`config.mk`:
```
export PLATFORM = sky130hd
export DESIGN_NAME = mod_counter_flat
export DESIGN_NICKNAME = d
export VERILOG_FILES = /design/src/rtl/mod_counter_if.sv /design/src/rtl/mod_counter.sv /design/src/flat_wrapper.sv
export SDC_FILE = /design/constraint.sdc
export NUM_CORES = 1
export LEC_CHECK = 0
export ABC_AREA = 1
export BUFFER_PORTS_ARGS = -buffer_cell sky130_fd_sc_hd__buf_2
export CORE_AREA = 10 10 47 49
export CTS_BUF_LIST = sky130_fd_sc_hd__clkbuf_8
export CTS_CLUSTER_DIAMETER = 200
export CTS_CLUSTER_SIZE = 8
export DETAILED_ROUTE_END_ITERATION = 12
export DIE_AREA = 0 0 57 59
export PLACE_DENSITY = 0.64
export SYNTH_ARGS = -nofsm -noshare
export SYNTH_HDL_FRONTEND = slang
export SYNTH_SLANG_ARGS = --single-unit
```
`constraint.sdc`:
```
create_clock -name clk -period 4 [get_ports clk]
set_clock_uncertainty 0.1 [all_clocks]
set_input_delay 0.6 -clock clk [delete_from_list [all_inputs] [get_ports clk]]
set_output_delay 0.6 -clock clk [all_outputs]
set_load 0.02 [all_outputs]
```
`src/rtl/mod_counter_if.sv`:
```
`default_nettype none
// ============================================================================
// mod_counter_if : control/status bundle for one mod_counter stage
// Revision 1.0
// ============================================================================
interface mod_counter_if #(
  parameter int WIDTH = 4
);
  logic             en;
  logic             cin;
  logic             up_dn;
  logic             load;
  logic [WIDTH-1:0] load_val;
  logic             ovf_clr;
  logic [WIDTH-1:0] q;
  logic             tc;
  logic             wrap;
  logic             ovf;

  modport master (
    output en, cin, up_dn, load, load_val, ovf_clr,
    input  q, tc, wrap, ovf
  );

  modport slave (
    input  en, cin, up_dn, load, load_val, ovf_clr,
    output q, tc, wrap, ovf
  );
endinterface
`default_nettype wire

```
`src/rtl/mod_counter.sv`:
```
`default_nettype none
// ============================================================================
// mod_counter : synchronous up/down modulo counter with load, wrap/saturate,
//               cascade terminal count and sticky overflow
// Revision 1.0
// ============================================================================
module mod_counter #(
  parameter int WIDTH    = 4,
  parameter int MAX      = 2**WIDTH - 1,
  parameter bit SATURATE = 1'b0
) (
  input  wire logic      clk,
  input  wire logic      reset_outer,
  mod_counter_if.slave   bus
);

  localparam logic [WIDTH-1:0] C_MAX  = WIDTH'(MAX);
  localparam logic [WIDTH-1:0] C_ZERO = '0;
  localparam logic [WIDTH-1:0] C_ONE  = WIDTH'(1);

  logic [WIDTH-1:0] r_q;
  logic             r_wrap;
  logic             r_ovf;

  logic [WIDTH-1:0] w_q_next;
  logic             w_count;
  logic             w_at_top;
  logic             w_at_bot;
  logic             w_end;

  assign w_count  = bus.en & bus.cin;
  assign w_at_top = (r_q == C_MAX);
  assign w_at_bot = (r_q == C_ZERO);
  // An end event only happens on a real count step, never on a load.
  assign w_end    = ~bus.load & w_count & (bus.up_dn ? w_at_top : w_at_bot);

  always_comb begin
    w_q_next = r_q;
    if (bus.load) begin
      w_q_next = (bus.load_val > C_MAX) ? C_MAX : bus.load_val;
    end else if (w_count) begin
      if (bus.up_dn) begin
        if (!w_at_top)     w_q_next = r_q + C_ONE;
        else if (!SATURATE) w_q_next = C_ZERO;
      end else begin
        if (!w_at_bot)     w_q_next = r_q - C_ONE;
        else if (!SATURATE) w_q_next = C_MAX;
      end
    end
  end

  always_ff @(posedge clk or negedge reset_outer) begin
    if (!reset_outer) begin
      r_q    <= C_ZERO;
      r_wrap <= 1'b0;
      r_ovf  <= 1'b0;
    end else begin
      r_q    <= w_q_next;
      r_wrap <= w_end;
      // Set has priority over a same-edge clear.
      if (w_end)            r_ovf <= 1'b1;
      else if (bus.ovf_clr) r_ovf <= 1'b0;
    end
  end

  assign bus.q    = r_q;
  assign bus.wrap = r_wrap;
  assign bus.ovf  = r_ovf;
  assign bus.tc   = bus.cin & (bus.up_dn ? w_at_top : w_at_bot);

endmodule
`default_nettype wire

```
`src/flat_wrapper.sv`:
```
// flat-port wrapper written by rule: the top's interface ports become plain ports
module mod_counter_flat 
#(
  parameter int WIDTH    = 4,
  parameter int MAX      = 2**WIDTH - 1,
  parameter bit SATURATE = 1'b0
)
  (clk, reset_outer, bus_en, bus_cin, bus_up_dn, bus_load, bus_load_val, bus_ovf_clr, bus_q, bus_tc, bus_wrap, bus_ovf);
  mod_counter_if #(.WIDTH(WIDTH)) bus_i ();
  input  wire logic clk;
  input  wire logic reset_outer;
  input wire logic [$bits(bus_i.en)-1:0] bus_en;
  input wire logic [$bits(bus_i.cin)-1:0] bus_cin;
  input wire logic [$bits(bus_i.up_dn)-1:0] bus_up_dn;
  input wire logic [$bits(bus_i.load)-1:0] bus_load;
  input wire logic [$bits(bus_i.load_val)-1:0] bus_load_val;
  input wire logic [$bits(bus_i.ovf_clr)-1:0] bus_ovf_clr;
  output wire logic [$bits(bus_i.q)-1:0] bus_q;
  output wire logic [$bits(bus_i.tc)-1:0] bus_tc;
  output wire logic [$bits(bus_i.wrap)-1:0] bus_wrap;
  output wire logic [$bits(bus_i.ovf)-1:0] bus_ovf;
  assign bus_i.en = bus_en;
  assign bus_i.cin = bus_cin;
  assign bus_i.up_dn = bus_up_dn;
  assign bus_i.load = bus_load;
  assign bus_i.load_val = bus_load_val;
  assign bus_i.ovf_clr = bus_ovf_clr;
  assign bus_q = bus_i.q;
  assign bus_tc = bus_i.tc;
  assign bus_wrap = bus_i.wrap;
  assign bus_ovf = bus_i.ovf;
  mod_counter #(.WIDTH(WIDTH), .MAX(MAX), .SATURATE(SATURATE)) u_core (.clk(clk), .reset_outer(reset_outer), .bus(bus_i));
endmodule
```
==> results.json, run 1 <==
{
  "status": "finished, final reports clean",
  "yosys_warnings": 0,
  "regToRegSetupSlack_ns": 2.60,
  "h-tree-depth": 1,
  "grt_pass1_vias": 457,
  "power.switching_uw": 73.3,
  "end_kind": "output port",
  "core.rowCount": 14,
  "die_y_um": 59,
  "cp_data_required_time_ns": 3.30,
  "synthCells": 64,
  "antennaDiodeCount": 0,
  "holdWs_ns": 0.0927,
  "start_util_pct": 30.8,
  "fin_crit_sh_pct": 56.4,
  "port-buffer-count": 17,
  "wl_per_cell_um": 11.4,
  "dieWidth_um": 57,
  "critPathLaunchType": "flop",
  "peakVddDrop_v": 0.000180,
  "cts_buffers": 3,
  "r2r_cells": 8,
  "leakagePower_nw": 0.351,
  "finalSetupTns_ns": 0,
  "drt_iter0_markers": 11,
  "cp_num_buf_inv": 3,
  "synth-async-reset-ratio_pct": 100,
  "clkTransAtPathRegs_ns": 0.04,
  "wirelength_um": 1140,
  "area_delta_synth_final_pct": 33.9,
  "path_cells": "inv_1, ha_1, inv_1, nor2_1, nand2_1, a21boi_0, buf_2",
  "pwr_density_cell_nw_per_um2": 395,
  "p_seq_share_pct": 33.8,
  "slowest_delay_ns": 0.42,
  "synth_edf_count": 0,
  "drv_slew": 0,
  "crit_cells": 7,
  "postSynthNetCount": 77,
  "drive_gt1_share_pct": 25.0,
  "internal_power_uw": 155,
  "cpMostUsedCell": "inv_1",
  "power_frac_comb_pct": 26.1,
  "worst_pin_slew_ns": 0.250,
  "cts-root-buf": "clkbuf_8",
  "hold_viol": 0,
  "cts-resized-gates": 0,
  "instances_no_fill": 100,
  "io-pin-count": 18,
  "cp_max_fo": 6,
  "cts_max_path_buffers": 2,
  "path_delay_family": "flip-flops",
  "grtUsageTotal_pct": 7.15,
  "relSlewSlack_pct": 83.3,
  "r2r-end": "u_core.bus.ovf$_DFFE_PN0P_",
  "dp_cells": 97,
  "crit_path_end": "bus_tc",
  "num-nets-final": 99,
  "dp_hpwl_um": 961,
  "cp.arrival_ns": 1.56,
  "hp-class": "in -> async",
  "total_power_uw": 228,
  "critical_path.startpoint": "u_core.bus.q[0]$_DFFE_PN0P_",
  "utilization_pct": 41.3,
  "layout_commonest_cell": "nand2_1",
  "cp_slowest_cell": "dfrtp_1",
  "setup_viol": 0,
  "grt_max_degree": 9,
  "dr_total_vias": 463,
  "swShare_pct": 32.1,
  "synth_ff_type": "dfrtp_1",
  "cts_tree": "built",
  "clkPwrFrac_pct": 40.1,
  "r2r-start": "u_core.bus.q[0]$_DFFE_PN0P_",
  "seq_area_frac_synth_pct": 34.8,
  "design.core.area_um2": 1400,
  "grt-ovfl-total": 0,
  "drc": 0,
  "yosys_register_bits": 6,
  "most-common-layout-cells": "21 x nand2_1, 17 x buf_2, 13 x inv_1",
  "die-area_um2": 3360,
  "min_period_ns": 2.26,
  "cap_violations": 0,
  "drtAntennaViolNets": 0,
  "timing.fmax_mhz": 443,
  "clock_sinks": 6,
  "grt_pass1_wl_um": 1950,
  "firstDrtPassIters": 4,
  "clk_latency_ns": 0.22,
  "cts_setup_buffers": 0,
  "critPathKind": "reg -> out",
  "grt_antenna_before_repair": 0,
  "rsz0062_at_grt": "false",
  "synth_cell_types": 15,
  "avgSynthCellArea_um2": 6.74,
  "vias_per_cell": 4.63,
  "gp_congestion": 0.840,
  "cts_hold_buf": 0,
  "syn_area_um2": 432
}
synth_stat cells, types with 2 or more instances:
library cell  count  area, um2
dfrtp_1           6        150
ha_1              2       25.0
inv_1            13       48.8
nand2_1          21       78.8
nand3_1           8       40.0
nor2_1            3       11.3
o21ai_0           2       10.0
xor2_1            2       17.5
worst min path at each step:
stage	end	slack [ns]	startpoint
after CTS	u_core.bus.q[2]$_DFFE_PN0P_	0.09	reset_outer
after floorplan	u_core.bus.ovf$_DFFE_PN0P_	0.20	reset_outer
after global routing	u_core.bus.q[2]$_DFFE_PN0P_	0.1	reset_outer
after global placement	u_core.bus.wrap$_DFF_PN0_	0.34	reset_outer
final	u_core.bus.q[2]$_DFFE_PN0P_	0.09	reset_outer
after detailed placement	u_core.bus.q[2]$_DFFE_PN0P_	0.33	reset_outer
state kept, by name, summed over array words and instances, names as in the netlist:
signal and count:
u_core.bus.q 4, u_core.bus.wrap 1, u_core.bus.ovf 1
power groups by stage:
stage / clock network [mW] / logic [mW] / registers [mW]
detailed placement: 0 / 0.0601 / 0.0776
global placement: 0 / 0.0602 / 0.0776
global route: 0.0975 / 0.0686 / 0.0784
CTS: 0.0941 / 0.0605 / 0.0769
floorplan: 0 / 0.0329 / 0.0827
finish: 0.0915 / 0.0595 / 0.0771
logic make-up after synthesis:
kind of cell / count (synthesis) / synth area share (%)
xor gates and xnor gates: 2 / 4.06
AOI/OAI and AO/OA: 7 / 10.1
adders and majority gates: 2 / 5.80
DFF: 6 / 34.8
and+or+nand+nor: 34 / 33.9
buffers and inverters: 13 / 11.3
metrics by stage:
step	setup slack, ns	area [um2]
CTS	1.73	578
global route	1.59	578
floorplan	1.78	432
finish	1.74	578
detailed placement	1.97	537
global placement	1.97	537
layer usage:
layer | vias to the layer above | wire (um) | part of all wire (%) | track usage [%]
met5 | - | 0 | 0 | 0
met4 | 0 | 17 | 1.5 | 4.03
met3 | 2 | 29 | 2.5 | 1.93
met2 | 16 | 574 | 50 | 11.6
met1 | 204 | 521 | 46 | 8.24
li1 | 241 | - | - | -
layout make-up:
class | instances | area [um2]
inverters | 13 | 48.8
multi-input cells | 45 | 233
repair buffers | 17 | 85.1
clock buffers | 3 | 41.3
flip-flops and latches | 6 | 150
fillers | 161 | 823
well taps | 16 | 20.0
(Power assumes the default switching activity.)
==> run 2, diff against run 1 <==
--- a/config.mk
+++ b/config.mk
@@ -13,7 +13,7 @@
 export CTS_CLUSTER_SIZE = 8
 export DETAILED_ROUTE_END_ITERATION = 12
 export DIE_AREA = 0 0 57 59
-export PLACE_DENSITY = 0.64
+export PLACE_DENSITY = 0.66
 export SYNTH_ARGS = -nofsm -noshare
 export SYNTH_HDL_FRONTEND = slang
 export SYNTH_SLANG_ARGS = --single-unit
==> constraint.sdc (replaced) <==
create_clock -name clk -period 1.9 [get_ports clk]
set_clock_uncertainty 0.1 [all_clocks]
set_input_delay 0.285 -clock clk [delete_from_list [all_inputs] [get_ports clk]]
set_output_delay 0.285 -clock clk [all_outputs]
set_load 0.02 [all_outputs]
==> run 2 against run 1 <==
Worst hold slack gained 0.064 ns. Sequential share of layout area shrank 2.1 points. Non-clock buffer count up 5. Utilization is 4.0 points higher. Highest routed layer unchanged. Via count is 6.7% higher. Critical endpoint unchanged. Critical path depth unchanged. Largest power group unchanged. Final cell count is 5.0% higher. Clock power up 110%.
==> results.json, run 2 (synthesized netlist as in run 1, its figures left out) <==
{
  "status": "finished, final reports clean",
  "cp_num_buf_inv": 3,
  "cp_max_fo": 6,
  "r2r-end": "u_core.bus.q[0]$_DFFE_PN0P_",
  "drc": 0,
  "swShare_pct": 32.2,
  "largest_register_ffs": 4,
  "area_delta_synth_final_pct": 47.0,
  "io-pin-count": 18,
  "cts_tree": "built",
  "dieWidth_um": 57,
  "grt_max_degree": 9,
  "min_period_ns": 1.79,
  "clk_latency_ns": 0.23,
  "pwr_density_cell_nw_per_um2": 793,
  "gp_congestion": 0.816,
  "critical_path.startpoint": "u_core.bus.q[0]$_DFFE_PN0P_",
  "die-area_um2": 3360,
  "dp_hpwl_um": 1000,
  "path_delay_family": "flip-flops",
  "slowest_delay_ns": 0.43,
  "relSlewSlack_pct": 83.9,
  "cp_data_required_time_ns": 1.51,
  "wirelength_um": 1300,
  "internal_power_uw": 341,
  "vias_per_cell": 4.70,
  "hp-class": "in -> reg",
  "start_util_pct": 30.8,
  "hold_depth": 2,
  "port-buffer-count": 17,
  "r2r_cells": 9,
  "power.switching_uw": 162,
  "drtAntennaViolNets": 0,
  "core.rowCount": 14,
  "leakagePower_nw": 0.374,
  "cap_violations": 0,
  "cts_max_path_buffers": 2,
  "wl_per_cell_um": 12.4,
  "die_y_um": 59,
  "drt_iter0_markers": 12,
  "critPathKind": "reg -> out",
  "hold_viol": 0,
  "total_power_uw": 503,
  "grtUsageTotal_pct": 7.96,
  "most-common-layout-cells": "20 x nand2_1, 16 x buf_2, 12 x inv_1",
  "power_frac_comb_pct": 30.4,
  "drive_gt1_share_pct": 33.7,
  "p_seq_share_pct": 31.7,
  "path_cells": "inv_2, ha_1, inv_1, nor2_2, nand2_2, a21boi_2, buf_6",
  "cp.arrival_ns": 1.41,
  "design.core.area_um2": 1400,
  "clock_sinks": 6,
  "cp_slowest_cell": "dfrtp_2",
  "antennaDiodeCount": 0,
  "setup_viol": 0,
  "hold_end": "u_core.bus.ovf$_DFFE_PN0P_",
  "end_kind": "output port",
  "grt_pass1_wl_um": 2100,
  "fillers": 159,
  "cts_buffers": 3,
  "grt_antenna_before_repair": 0,
  "worst_pin_slew_ns": 0.242,
  "critPathLaunchType": "flop",
  "peakVddDrop_v": 0.000502,
  "grt_pass1_vias": 533,
  "layout_commonest_cell": "nand2_1",
  "regToRegSetupSlack_ns": 0.48,
  "firstDrtPassIters": 4,
  "cts-root-buf": "clkbuf_8",
  "r2r-start": "u_core.bus.q[0]$_DFFE_PN0P_",
  "clkPwrFrac_pct": 38.0,
  "drv_slew": 0,
  "fin_crit_sh_pct": 94.4,
  "h-tree-depth": 1,
  "clkTransAtPathRegs_ns": 0.03,
  "timing.fmax_mhz": 557,
  "finalSetupTns_ns": 0,
  "min-delay-start": "bus_ovf_clr",
  "dr_total_vias": 494,
  "num-nets-final": 104,
  "grt-ovfl-total": 0,
  "holdWs_ns": 0.157
}
==> run 2: cell type report <==
cell class                      instances  area, um2  area share (%)
Inverter                               13       48.8            7.69
Tap cell                               16       20.0            3.16
Clock buffer                            3       41.3            6.51
Timing Repair Buffer                   22        131            20.7
Multi-Input combinational cell         45        241            38.1
Sequential cell                         6        151            23.9
==> run 2: timing repair <==
action                                 CTS  global route
gates cloned                             0             0
pin swaps                                0             1
endpoints found under the hold margin    6             0
gates resized for setup                  1             6
hold buffers                             1             0
setup buffers                            0             3
setup endpoints to repair                1             1
==> run 2: per-layer routing <==
metal  vias to the layer above  wire [um]  global-route usage (%)
met5                         -          0                       0
met2                        15        650                    13.2
met1                       219        548                    7.75
met4                         0         25                    5.03
li1                        255          -                       -
met3                         5         74                    4.08
==> run 2: worst max-delay path by stage <==
stage	to	slack, ns	cells after the start
global placement	bus_tc	0.26	7
global route	bus_tc	-0.002	7
CTS	bus_tc	0.007	7
floorplan	bus_tc	0.14	6
finish	bus_tc	0.11	7
detailed placement	bus_tc	0.22	7
==> run 2: worst register-to-register path: stages (launching register included) <==
cell      delay, ns
dfrtp_2        0.43
inv_2          0.08
ha_1           0.16
inv_1          0.05
nor2_2         0.11
nand2_2        0.08
buf_4          0.13
nand2_1        0.04
nand3_1        0.06
o211ai_1       0.09
==> run 2: power by group through the flow <==
stage                     clock, mW  sequential (mW)  combinational, mW
final                         0.191            0.159              0.153
after global routing          0.209            0.162              0.173
after CTS                     0.194            0.159              0.139
after detailed placement          0            0.160              0.136
after global placement            0            0.160              0.134
after floorplan                   0            0.174             0.0696
==> run 2: through the flow <==
| stage | util, % | std cells | area [um2] | setup slack [ns] |
|---|---|---|---|---|
| 2_1_floorplan | - | 64 | 432 | 0.141 |
| 3_3_place_gp | 38.8 | 98 | 544 | 0.256 |
| 3_5_place_dp | 38.8 | 98 | 544 | 0.216 |
| 4_1_cts | 42.5 | 102 | 596 | 0.00694 |
| 5_1_grt | 45.3 | 105 | 634 | -0.00212 |
| 6_report | 45.3 | 105 | 634 | 0.106 |
